$ cat src/rtl/raptor64_dcache_fill.sv
// Data-cache line fill engine: fetches a 32-byte line as a 4-beat Wishbone
// incrementing burst, writes it into the data RAM and validates the tag.
module raptor64_dcache_fill #(
  parameter int unsigned TIMEOUT = 255
) (
  input  logic        clk_i,
  input  logic        rst_i,
  input  logic        req_i,
  input  logic [63:0] req_adr_i,
  output logic        busy_o,
  output logic        done_o,
  output logic        err_o,
  output logic        cyc_o,
  output logic        stb_o,
  output logic        we_o,
  output logic [2:0]  cti_o,
  output logic [1:0]  bte_o,
  output logic [7:0]  sel_o,
  output logic [63:0] adr_o,
  input  logic        ack_i,
  input  logic        err_i,
  input  logic [63:0] dat_i,
  output logic        ram_wr_o,
  output logic [7:0]  ram_sel_o,
  output logic [11:0] ram_wadr_o,
  output logic [63:0] ram_dat_o,
  output logic        tag_wr_o,
  output logic [9:0]  tag_adr_o,
  output logic [48:0] tag_o,
  output logic        tag_v_o
);

  localparam int unsigned TW = (TIMEOUT < 2) ? 1 : $clog2(TIMEOUT);
  localparam logic [TW-1:0] TMO_LOAD = TW'(TIMEOUT - 1);

  typedef enum logic [1:0] {S_IDLE, S_FETCH, S_DONE} state_t;

  state_t        state_q, state_d;
  logic [58:0]   line_q, line_d;
  logic [1:0]    beat_q, beat_d;
  logic [TW-1:0] tmo_q, tmo_d;
  logic          first_q, first_d;
  logic          err_q, err_d;
  logic          ram_wr_q, ram_wr_d;
  logic [11:0]   ram_wadr_q, ram_wadr_d;
  logic [63:0]   ram_dat_q, ram_dat_d;

  logic unused_adr;
  assign unused_adr = ^req_adr_i[4:0];

  always_ff @(posedge clk_i) begin
    if (rst_i) begin
      state_q    <= S_IDLE;
      line_q     <= '0;
      beat_q     <= '0;
      tmo_q      <= '0;
      first_q    <= 1'b0;
      err_q      <= 1'b0;
      ram_wr_q   <= 1'b0;
      ram_wadr_q <= '0;
      ram_dat_q  <= '0;
    end else begin
      state_q    <= state_d;
      line_q     <= line_d;
      beat_q     <= beat_d;
      tmo_q      <= tmo_d;
      first_q    <= first_d;
      err_q      <= err_d;
      ram_wr_q   <= ram_wr_d;
      ram_wadr_q <= ram_wadr_d;
      ram_dat_q  <= ram_dat_d;
    end
  end

  always_comb begin
    state_d    = state_q;
    line_d     = line_q;
    beat_d     = beat_q;
    tmo_d      = tmo_q;
    first_d    = first_q;
    err_d      = 1'b0;
    ram_wr_d   = 1'b0;
    ram_wadr_d = ram_wadr_q;
    ram_dat_d  = ram_dat_q;
    busy_o     = 1'b0;
    done_o     = 1'b0;
    cyc_o      = 1'b0;
    stb_o      = 1'b0;
    cti_o      = 3'b000;
    bte_o      = 2'b00;
    sel_o      = 8'h00;
    adr_o      = '0;
    tag_wr_o   = 1'b0;
    tag_adr_o  = '0;
    tag_o      = '0;
    tag_v_o    = 1'b0;

    case (state_q)
      S_IDLE: begin
        if (req_i) begin
          line_d  = req_adr_i[63:5];
          beat_d  = 2'd0;
          tmo_d   = TMO_LOAD;
          first_d = 1'b1;
          state_d = S_FETCH;
        end
      end

      S_FETCH: begin
        busy_o    = 1'b1;
        cyc_o     = 1'b1;
        stb_o     = 1'b1;
        sel_o     = 8'hFF;
        adr_o     = {line_q, beat_q, 3'b000};
        cti_o     = (beat_q == 2'd3) ? 3'b111 : 3'b010;
        // victim line is invalidated before any of its data is overwritten
        tag_wr_o  = first_q;
        tag_adr_o = line_q[9:0];
        first_d   = 1'b0;
        if (err_i) begin
          err_d   = 1'b1;
          state_d = S_IDLE;
        end else if (ack_i) begin
          ram_wr_d   = 1'b1;
          ram_wadr_d = {line_q[9:0], beat_q};
          ram_dat_d  = dat_i;
          beat_d     = beat_q + 2'd1;
          tmo_d      = TMO_LOAD;
          if (beat_q == 2'd3) state_d = S_DONE;
        end else if (tmo_q == '0) begin
          err_d   = 1'b1;
          state_d = S_IDLE;
        end else begin
          tmo_d = tmo_q - 1'b1;
        end
      end

      S_DONE: begin
        busy_o    = 1'b1;
        done_o    = 1'b1;
        tag_wr_o  = 1'b1;
        tag_v_o   = 1'b1;
        tag_adr_o = line_q[9:0];
        tag_o     = line_q[58:10];
        state_d   = S_IDLE;
      end

      default: state_d = S_IDLE;
    endcase
  end

  assign err_o      = err_q;
  assign we_o       = 1'b0;
  assign ram_wr_o   = ram_wr_q;
  assign ram_sel_o  = {8{ram_wr_q}};
  assign ram_wadr_o = ram_wadr_q;
  assign ram_dat_o  = ram_dat_q;

endmodule

$ cat config.mk
export PLATFORM = sky130hd
export DESIGN_NAME = raptor64_dcache_fill
export DESIGN_NICKNAME = d
export VERILOG_FILES = /design/src/rtl/raptor64_dcache_fill.sv
export SDC_FILE = /design/constraint.sdc
export NUM_CORES = 1
export LEC_CHECK = 0
export ABC_AREA = 1
export BUFFER_PORTS_ARGS = -buffer_cell sky130_fd_sc_hd__buf_2
export CAP_MARGIN = 0
export CELL_PAD_IN_SITES_DETAIL_PLACEMENT = 1
export CELL_PAD_IN_SITES_GLOBAL_PLACEMENT = 1
export CORE_ASPECT_RATIO = 0.75
export CORE_UTILIZATION = 32
export DETAILED_ROUTE_END_ITERATION = 7
export HOLD_SLACK_MARGIN = 0.06
export PLACE_DENSITY_LB_ADDON = 0.15
export SETUP_SLACK_MARGIN = 0.15
export SYNTH_ARGS = -nofsm -noshare
export SYNTH_HDL_FRONTEND = slang
export SYNTH_SLANG_ARGS = --single-unit
$ cat constraint.sdc
create_clock -name clk_i -period 3.55 [get_ports clk_i]
set_clock_uncertainty 0.1 [all_clocks]
set_input_delay 0.8875 -clock clk_i [delete_from_list [all_inputs] [get_ports clk_i]]
set_output_delay 0.8875 -clock clk_i [all_outputs]
set_load 0.005 [all_outputs]
==> results of run 1 <==
-- cells in the final DEF (no fill, tap or decap), types with 7 or more instances in the layout --
| cell | count |
|---|---|
| buf_2 | 350 |
| nor2_1 | 282 |
| nand2_1 | 152 |
| dfxtp_1 | 150 |
| inv_1 | 137 |
| o21ai_0 | 135 |
| clkbuf_16 | 17 |
| a21oi_1 | 13 |
| o21ai_1 | 11 |
| nand3_1 | 7 |
-- path summary, 6_finish.rpt --
kind | from | end | slack (ps) | depth (start not counted)
hold / removal | tmo_q[6] | tmo_q[6] | 390 | 2
setup reg to reg | state_q[1] | ram_dat_o[16] | 1250 | 8
hold reg to reg | tmo_q[6] | tmo_q[6] | 390 | 2
setup / recovery | state_q[0] | tag_o[24] | 630 | 6
-- worst min-delay path: stages, from the launching register on --
cell,delay (ps)
dfxtp_1,320
nand2_1,70
a21oi_1,50
-- per-stage QoR --
stage,instance area [µm²],hold WS [ps],setup WS [ps],utilization (%),instances
finish,9041,386.0,629.1,44.48,1597
global placement,8466,373.5,967.4,41.65,1562
global route,9036,403.4,474.6,44.46,1595
detailed placement,8466,377.1,923.4,41.65,1562
floorplan,6704,354.4,1010,-,1005
CTS,9034,390.0,576.0,44.44,1594
-- sequential cells by signal, indices dropped and copies added, names as in the netlist --
register    cells
tmo_q           8
ram_dat_o      64
first_q         1
line_q         59
ram_wr_o        1
state_q         2
ram_wadr_o     12
err_o           1
beat_q          2
-- cell families after synthesis --
group,Yosys count,synth area share [%]
compound gates,162,12.30
fa+ha+maj,7,1.310
buf+inv,229,15.23
flops,150,44.92
other cells,1,0.05609
simple gates,451,26.18
-- routing by layer --
| metal | routed length [µm] | up-vias | part of all wire, % |
|---|---|---|---|
| met5 | 0 | - | 0 |
| met4 | 448 | 0 | 1.9 |
| met3 | 1749 | 26 | 7.5 |
| met2 | 11080 | 217 | 48 |
| met1 | 9900 | 3274 | 43 |
| li1 | - | 3576 | - |
-- cell type report --
| type | count | area, µm² | area share (%) |
|---|---|---|---|
| tap | 282 | 352.8 | 3.903 |
| inverter | 144 | 545.5 | 6.034 |
| multi-input combinational | 626 | 2688 | 29.73 |
| clock inverter | 14 | 138.9 | 1.536 |
| clock buffer | 18 | 429.2 | 4.747 |
| timing repair buffer | 360 | 1877 | 20.76 |
| sequential | 150 | 3003 | 33.21 |
| antenna | 3 | 7.507 | 0.08303 |
-- power by group through the flow --
stage / Combinational (W) / Sequential, W / Clock, W
finish: 0.00157 / 0.00214 / 0.00177
global placement: 0.00156 / 0.00216 / 0
detailed placement: 0.00159 / 0.00217 / 0
global route: 0.00178 / 0.00218 / 0.00189
floorplan: 0.00102 / 0.00214 / 0
CTS: 0.00160 / 0.00214 / 0.00181
==> flow_metrics.env, run 1 <==
export IMPL_outcome="complete, no violations"
export IMPL_drive_above_1_share_pct=31.02
export IMPL_ys_flop_type="dfxtp_1"
export IMPL_cts_tree="built"
export IMPL_ys_top_cells_by_count="nor2_1, nand2_1, dfxtp_1"
export IMPL_die_area_mm2=0.02148
export IMPL_cp_cell_sequence="inv_1, ha_2, buf_12, nand2_1, inv_1, buf_2"
export IMPL_max_cap_violations=0
export IMPL_drc=0
export IMPL_synth_most_common_cell="nor2_1"
export IMPL_synth_cell_types=26
export IMPL_dr_pass1_iters=4
export IMPL_hp_class="reg -> reg"
export IMPL_gp_congestion=0.7879
export IMPL_period_share_pct=82.28
export IMPL_internal_power_w=0.003517
export IMPL_syn2layout_area_growth_pct=35.24
export IMPL_path_max_fanout=27
export IMPL_synth_top_cell_by_area="dfxtp_1"
export IMPL_syn_cell_area_mm2=0.006685
export IMPL_crit_family="adder cells"
export IMPL_synth_seq_cells=150
export IMPL_synthArstFlopShare_pct=0
export IMPL_first_global_vias=6957
export IMPL_path_class="reg -> out"
export IMPL_power_density_mw_per_mm2=605.3
export IMPL_ios=362
export IMPL_htree_levels=4
export IMPL_final_antenna_net_count=0
export IMPL_num_vias=7093
export IMPL_rsz0062_at_grt="false"
export IMPL_netlist_instances=1000
export IMPL_ir_drop_uv=235.5
export IMPL_yosysWarningCount=0
export IMPL_num_rows=45
export IMPL_synthTopCellsByArea="dfxtp_1, nor2_1, o21ai_0, nand2_1, inv_1"
export IMPL_dieWidth_um=168.9
export IMPL_yosysSeqAreaShare_pct=44.92
export IMPL_layout_min_cycle_time_ps=2921
export IMPL_fin_nets=1439
export IMPL_syn_avg_cell_area_um2=6.685
export IMPL_setup_tns_ps=0
export IMPL_max_slew_margin_rel_pct=49.26
export IMPL_cts_made_buffers=17
export IMPL_grt_pass1_wl_mm=36.39
export IMPL_cts_sinks=150
export IMPL_grt_overflow=0
export IMPL_drt_wl_total_mm=23.18
export IMPL_synth_edf_count=0
export IMPL_setup_viol_count_final=0
export IMPL_switching_share_pct=35.75
export IMPL_start_util_pct=32.89
export IMPL_place_hpwl_mm=16.72
export IMPL_start_kind="flip-flop"
export IMPL_core_area_mm2=0.02033
export IMPL_grt_max_degree=79
export IMPL_p_leak_nw=5.677
export IMPL_critPathRequiredTime_ps=2560
export IMPL_drv_slew=0
export IMPL_cts_hold_buf=0
export IMPL_met1_usage_pct=25.41
export IMPL_fp_dieH_um=127.2
export IMPL_slowest_stage="ha_2"
export IMPL_hold_viol=0
export IMPL_slowest_delay_ps=570
export IMPL_port_buffers=350
export IMPL_drtIter0Drc=236
export IMPL_grt_busiest_layer="met2"
export IMPL_p_sw_w=0.001957
export IMPL_vias_per_cell=4.441
export IMPL_cts_resized_gates=0
export IMPL_root_buffer="clkbuf_16"
export IMPL_crit_path_end_kind="output port"
export IMPL_clockPowerShare_pct=32.3
export IMPL_met2_usage_pct=36.83
export IMPL_power_w=0.005473
export IMPL_cts_setup_buffers=0
export IMPL_use_met3_pct=6.815
export IMPL_pwr_share_seq_pct=39.0
export IMPL_wl_per_cell_um=14.51
export IMPL_clk_latency_ps=420
export IMPL_power_frac_comb_pct=28.7
export IMPL_cts_clk_slew_worst_paths_ps=60
export IMPL_antenna_found_initial=2
export IMPL_arrival_ps=1930
export IMPL_grt_total_usage_pct=21.52
export IMPL_worstMarginPinSlew_ps=761.0
export IMPL_critPathBufInv=4
export IMPL_crit_top_cell="inv_1"
export IMPL_num_fill_cells=2731
export IMPL_fmax_ghz=0.3424
export IMPL_cts_path_max_buffers=2
export IMPL_synth_top_area_share_pct=44.92
(Power assumes the default switching activity.)
==> inputs of run 2 (changes only) <==
Settings changed: ABC_AREA 1 to 0, CORE_UTILIZATION 32 to 30.
Clock period 3.55 ns to 2.78 ns, I/O delays scaled along.
==> flow_metrics.env, run 2 <==
export IMPL_die_area_mm2=0.02193
export IMPL_critPathBufInv=3
export IMPL_critPathRequiredTime_ps=1990
export IMPL_hold_depth=2
export IMPL_num_fill_cells=2658
export IMPL_max_slew_margin_rel_pct=43.82
export IMPL_fin_nets=1284
export IMPL_fp_dieH_um=128.5
export IMPL_slowest_stage="dfxtp_1"
export IMPL_clk_latency_ps=420
export IMPL_slowest_delay_ps=330
export IMPL_crit_family="buffers and inverters"
export IMPL_vias_per_cell=4.478
export IMPL_outcome="complete, no violations"
export IMPL_first_global_vias=5813
export IMPL_power_density_mw_per_mm2=610.1
export IMPL_grt_overflow=0
export IMPL_cts_resized_gates=2
export IMPL_place_area_mm2=0.008273
export IMPL_setup_viol_count_final=0
export IMPL_hold_viol=0
export IMPL_cp_cell_sequence="inv_1, ha_4, buf_12, a21oi_1, nor2b_1, buf_2"
export IMPL_htree_levels=4
export IMPL_period_share_pct=92.80
export IMPL_internal_power_w=0.003826
export IMPL_ys_top_cells_by_count="nand2_1, dfxtp_1, a21oi_1"
export IMPL_cts_hold_buf=0
export IMPL_ios=362
export IMPL_port_buffers=350
export IMPL_mostFrequentLayoutCells="buf_2, nand2_1, dfxtp_1, a21oi_1, and2_1"
export IMPL_final_util_pct=43.09
export IMPL_grt_max_degree=78
export IMPL_switching_share_pct=29.18
export IMPL_crit_start="state_q[1]"
export IMPL_reg2reg_depth=6
export IMPL_r2r_start="state_q[0]"
export IMPL_synth_seq_cells=150
export IMPL_cts_tree="built"
export IMPL_synth_most_common_cell="nand2_1"
export IMPL_drtIter0Drc=256
export IMPL_syn_avg_cell_area_um2=7.565
export IMPL_grt_total_usage_pct=19.54
export IMPL_antenna_found_initial=0
export IMPL_worstMarginPinSlew_ps=842.7
export IMPL_ys_flop_type="dfxtp_1"
export IMPL_p_leak_nw=4.255
export IMPL_layout_min_cycle_time_ps=2580
export IMPL_synthArstFlopShare_pct=0
export IMPL_cts_setup_buffers=0
export IMPL_path_class="reg -> out"
export IMPL_place_hpwl_mm=15.91
export IMPL_largest_register_ffs=64
export IMPL_min_from="ram_dat_o[55]"
export IMPL_syn2layout_area_growth_pct=38.36
export IMPL_dieWidth_um=170.7
export IMPL_gp_congestion=0.7655
export IMPL_cts_clk_slew_worst_paths_ps=70
export IMPL_setup_ws_ps=200.3
export IMPL_pwr_share_seq_pct=44.1
export IMPL_crit_path_end_kind="output port"
export IMPL_worst_path_stages=6
export IMPL_rsz0062_at_grt="true"
export IMPL_final_antenna_net_count=0
export IMPL_path_max_fanout=54
export IMPL_cts_made_buffers=17
export IMPL_start_kind="flip-flop"
export IMPL_synth_top_cell_by_area="dfxtp_1"
export IMPL_dp_slack_ps=429.9
export IMPL_p_sw_w=0.001576
export IMPL_power_frac_comb_pct=15.5
export IMPL_wl_per_cell_um=15.38
export IMPL_yosysSeqAreaShare_pct=46.92
export IMPL_setup_tns_ps=0
export IMPL_netlist_instances=846
export IMPL_root_buffer="clkbuf_16"
export IMPL_cts_path_max_buffers=2
export IMPL_drt_wl_total_mm=22.14
export IMPL_clockPowerShare_pct=40.4
export IMPL_syn_cell_area_mm2=0.006400
export IMPL_hp_class="reg -> reg"
export IMPL_yosysWarningCount=0
export IMPL_grt_pass1_wl_mm=33.20
export IMPL_core_area_mm2=0.02055
export IMPL_antennaDiodeCount=0
export IMPL_stdcell_area_mm2=0.008855
export IMPL_max_cap_violations=0
export IMPL_drc=0
export IMPL_dr_pass1_iters=4
export IMPL_synthTopCellsByArea="dfxtp_1, nand2_1, and2_1, a21oi_1, buf_4"
export IMPL_cts_sinks=150
export IMPL_num_vias=6444
export IMPL_ir_drop_uv=367.7
export IMPL_arrival_ps=1780
export IMPL_drv_slew=0
export IMPL_drive_above_1_share_pct=34.75
export IMPL_num_rows=45
export IMPL_mostFrequentLayoutCell="buf_2"
export IMPL_start_util_pct=31.14
export IMPL_fmax_ghz=0.3876
export IMPL_synth_cell_types=31
export IMPL_synth_top_area_share_pct=46.92
export IMPL_synth_edf_count=0
==> run 2: cell types whose count changed in the layout (fill, tap and decap cells not counted), sizes merged, moves of 6 or more <==
cell   before  now
nor2      285    5
o21ai     146    5
inv       149   12
a21oi      13  144
nand2     155  278
and2        0  122
or4         0    6
==> run 2: per-layer routing <==
layer	share of wire, %	GRT usage (%)	routed length (µm)	up-vias
li1	-	-	-	3279
met1	44	25.33	9819	2962
met2	50	33.52	10980	192
met3	5.3	3.999	1172	11
met4	0.72	4.028	159	0
met5	0	0	0	-
==> run 2: power by group through the flow <==
stage               sequential [W]  combinational [W]  clock [W]
finish                     0.00238           0.000837    0.00218
global route               0.00240           0.000941    0.00236
CTS                        0.00238           0.000849    0.00226
detailed placement         0.00243           0.000840          0
global placement           0.00243           0.000826          0
floorplan                  0.00240           0.000507          0
==> run 2: final timing paths <==
check                                     end  slack, ps
worst min register to register  ram_dat_o[55]        350
worst max-delay path                 tag_wr_o        200
worst min-delay path            ram_dat_o[55]        350
worst max register to register       tmo_q[7]        550
==> run 2: area by class of cell <==
class	count	area [µm²]	area share (%)
timing repair buffer	362	1923	21.72
clock inverter	14	116.4	1.314
clock buffer	18	439.2	4.960
tap	282	352.8	3.985
inverter	4	15.01	0.1696
multi-input combinational	609	3005	33.94
sequential	150	3003	33.91
==> run 2: tightest hold or removal path, delay by kind of cell, from the launching register on <==
family / cells / cell delay, ps
simple gates: 1 / 50
flops: 1 / 310
compound gates: 1 / 50
==> run 2: cells by family after synthesis <==
family                   after synthesis  synth area share, %
other                                  1              0.05859
adder cells (fa/ha/maj)                7                1.368
AO/OA/AOI/OAI                        162                13.08
buffers and inverters                 92                6.979
AND/OR/NAND/NOR                      434                31.59
flip-flops                           150                46.92
==> run 2: stage by stage <==
stage                     cells  total power, W  hold slack (ps)
after detailed placement   1407        0.003270            344.9
after CTS                  1439        0.005494            354.3
final                      1439        0.005403            352.7
after floorplan             851        0.002908            340.1
after global routing       1439        0.005702            368.8
after global placement     1407        0.003252            339.7
==> inputs of run 3 (changes only) <==
Clock period 2.78 ns to 2.9 ns, I/O delays scaled along.
==> flow_metrics.env, run 3 (synthesis gave the netlist of run 2 again) <==
export IMPL_outcome="complete, no violations"
export IMPL_met2_usage_pct=34.86
export IMPL_place_area_mm2=0.008265
export IMPL_port_buffers=350
export IMPL_grt_busiest_layer="met2"
export IMPL_cts_made_buffers=17
export IMPL_setup_viol_count_final=0
export IMPL_wl_per_cell_um=15.63
export IMPL_multi_input_area_mm2=0.002995
export IMPL_largest_register_ffs=64
export IMPL_drive_above_1_share_pct=34.75
export IMPL_grt_pass1_wl_mm=34.15
export IMPL_die_area_mm2=0.02193
export IMPL_num_rows=45
export IMPL_setup_tns_ps=0
export IMPL_stdcell_area_mm2=0.008881
export IMPL_seq_area_mm2=0.003003
export IMPL_grt_total_usage_pct=19.99
export IMPL_max_cap_violations=0
export IMPL_cp_cell_sequence="inv_1, ha_2, and2_1, buf_2"
export IMPL_vias_per_cell=4.469
export IMPL_use_met3_pct=4.891
export IMPL_dieWidth_um=170.7
export IMPL_worstMarginPinSlew_ps=877.4
export IMPL_p_sw_w=0.001504
export IMPL_drc=0
export IMPL_cts_clk_slew_worst_paths_ps=60
export IMPL_internal_power_w=0.003808
export IMPL_syn2layout_area_growth_pct=38.77
export IMPL_critPathRequiredTime_ps=2080
export IMPL_drt_wl_total_mm=22.51
export IMPL_final_antenna_net_count=0
export IMPL_switching_share_pct=28.31
export IMPL_antenna_found_initial=1
export IMPL_drv_slew=0
export IMPL_mostFrequentLayoutCell="buf_2"
export IMPL_power_density_mw_per_mm2=598.1
export IMPL_hp_class="reg -> reg"
export IMPL_crit_family="adder cells"
export IMPL_fin_nets=1284
export IMPL_dr_pass1_iters=4
export IMPL_hold_viol=0
export IMPL_cts_path_max_buffers=2
export IMPL_drtIter0Drc=285
export IMPL_p_leak_nw=4.268
export IMPL_rsz0062_at_grt="false"
export IMPL_ios=362
export IMPL_first_global_vias=6137
export IMPL_root_buffer="clkbuf_16"
export IMPL_clockPowerShare_pct=42.0
export IMPL_slowest_delay_ps=490
export IMPL_period_share_pct=90.64
export IMPL_max_slew_margin_rel_pct=41.51
export IMPL_fmax_ghz=0.3805
export IMPL_grt_overflow=0
export IMPL_critPathBufInv=2
export IMPL_crit_path_end_kind="output port"
export IMPL_place_hpwl_mm=16.08
export IMPL_power_frac_comb_pct=15.0
export IMPL_fp_dieH_um=128.5
export IMPL_path_max_fanout=12
export IMPL_path_class="reg -> out"
export IMPL_clk_latency_ps=410
export IMPL_arrival_ps=1800
export IMPL_cts_hold_buf=0
export IMPL_num_vias=6435
export IMPL_htree_levels=4
export IMPL_reg2reg_slack_ps=550
export IMPL_grt_max_degree=78
export IMPL_slowest_stage="ha_2"
export IMPL_ir_drop_uv=341.2
export IMPL_num_fill_cells=2610
export IMPL_mostFrequentLayoutCells="buf_2, nand2_1, dfxtp_1, a21oi_1, and2_1"
export IMPL_layout_min_cycle_time_ps=2628
export IMPL_start_util_pct=31.14
export IMPL_cts_sinks=150
export IMPL_met1_usage_pct=24.82
export IMPL_gp_congestion=0.7718
export IMPL_core_area_mm2=0.02055
export IMPL_cts_tree="built"
export IMPL_start_kind="flip-flop"
export IMPL_pwr_share_seq_pct=43.0
run 3: tightest hold or removal path: cells and delay by family (launching register included):
family	cells	cell delay (ps)
simple gates	1	50
flops	1	310
compound gates	1	50
run 3: area by class of cell:
type	instances	area share (%)
sequential	150	33.81
tap	282	3.973
inverter	4	0.1691
timing repair buffer	362	21.61
clock inverter	15	1.888
multi-input combinational	609	33.73
antenna	1	0.02818
clock buffer	17	4.790
run 3: worst paths after layout:
check,from,depth (start not counted),to
setup / recovery,state_q[0],4,tag_adr_o[2]
hold / removal,ram_dat_o[10],2,ram_dat_o[10]
setup reg to reg,state_q[1],7,tmo_q[3]
hold reg to reg,ram_dat_o[10],2,ram_dat_o[10]
run 3: power by group through the flow:
stage / combinational (W) / clock, W / sequential (W)
final: 0.000797 / 0.00223 / 0.00228
after global routing: 0.000897 / 0.00240 / 0.00230
after CTS: 0.000805 / 0.00230 / 0.00228
after detailed placement: 0.000799 / 0 / 0.00233
after global placement: 0.000782 / 0 / 0.00232
after floorplan: 0.000486 / 0 / 0.00230
run 3: per-layer routing:
metal,routed length (µm),part of all wire (%)
met1,9880,44
met2,11230,50
met3,1240,5.5
met4,163,0.72
met5,0,0
run 3: stage by stage:
step           total power [W]  hold slack, ps  util [%]  cells  worst slack [ps]
2_1_floorplan         0.002788           340.1         -    851             365.5
3_3_place_gp          0.003107           339.8     40.22   1406             514.1
3_5_place_dp          0.003129           343.5     40.22   1406             433.7
4_1_cts               0.005392           352.7     43.15   1438             106.9
5_1_grt               0.005603           366.8     43.21   1440             153.5
6_report              0.005312           351.2     43.21   1440             271.5
run 3: repair_timing:
item	CTS	global route
gates resized for setup	1	1
buffers inserted	0	1
setup endpoints to repair	52	15
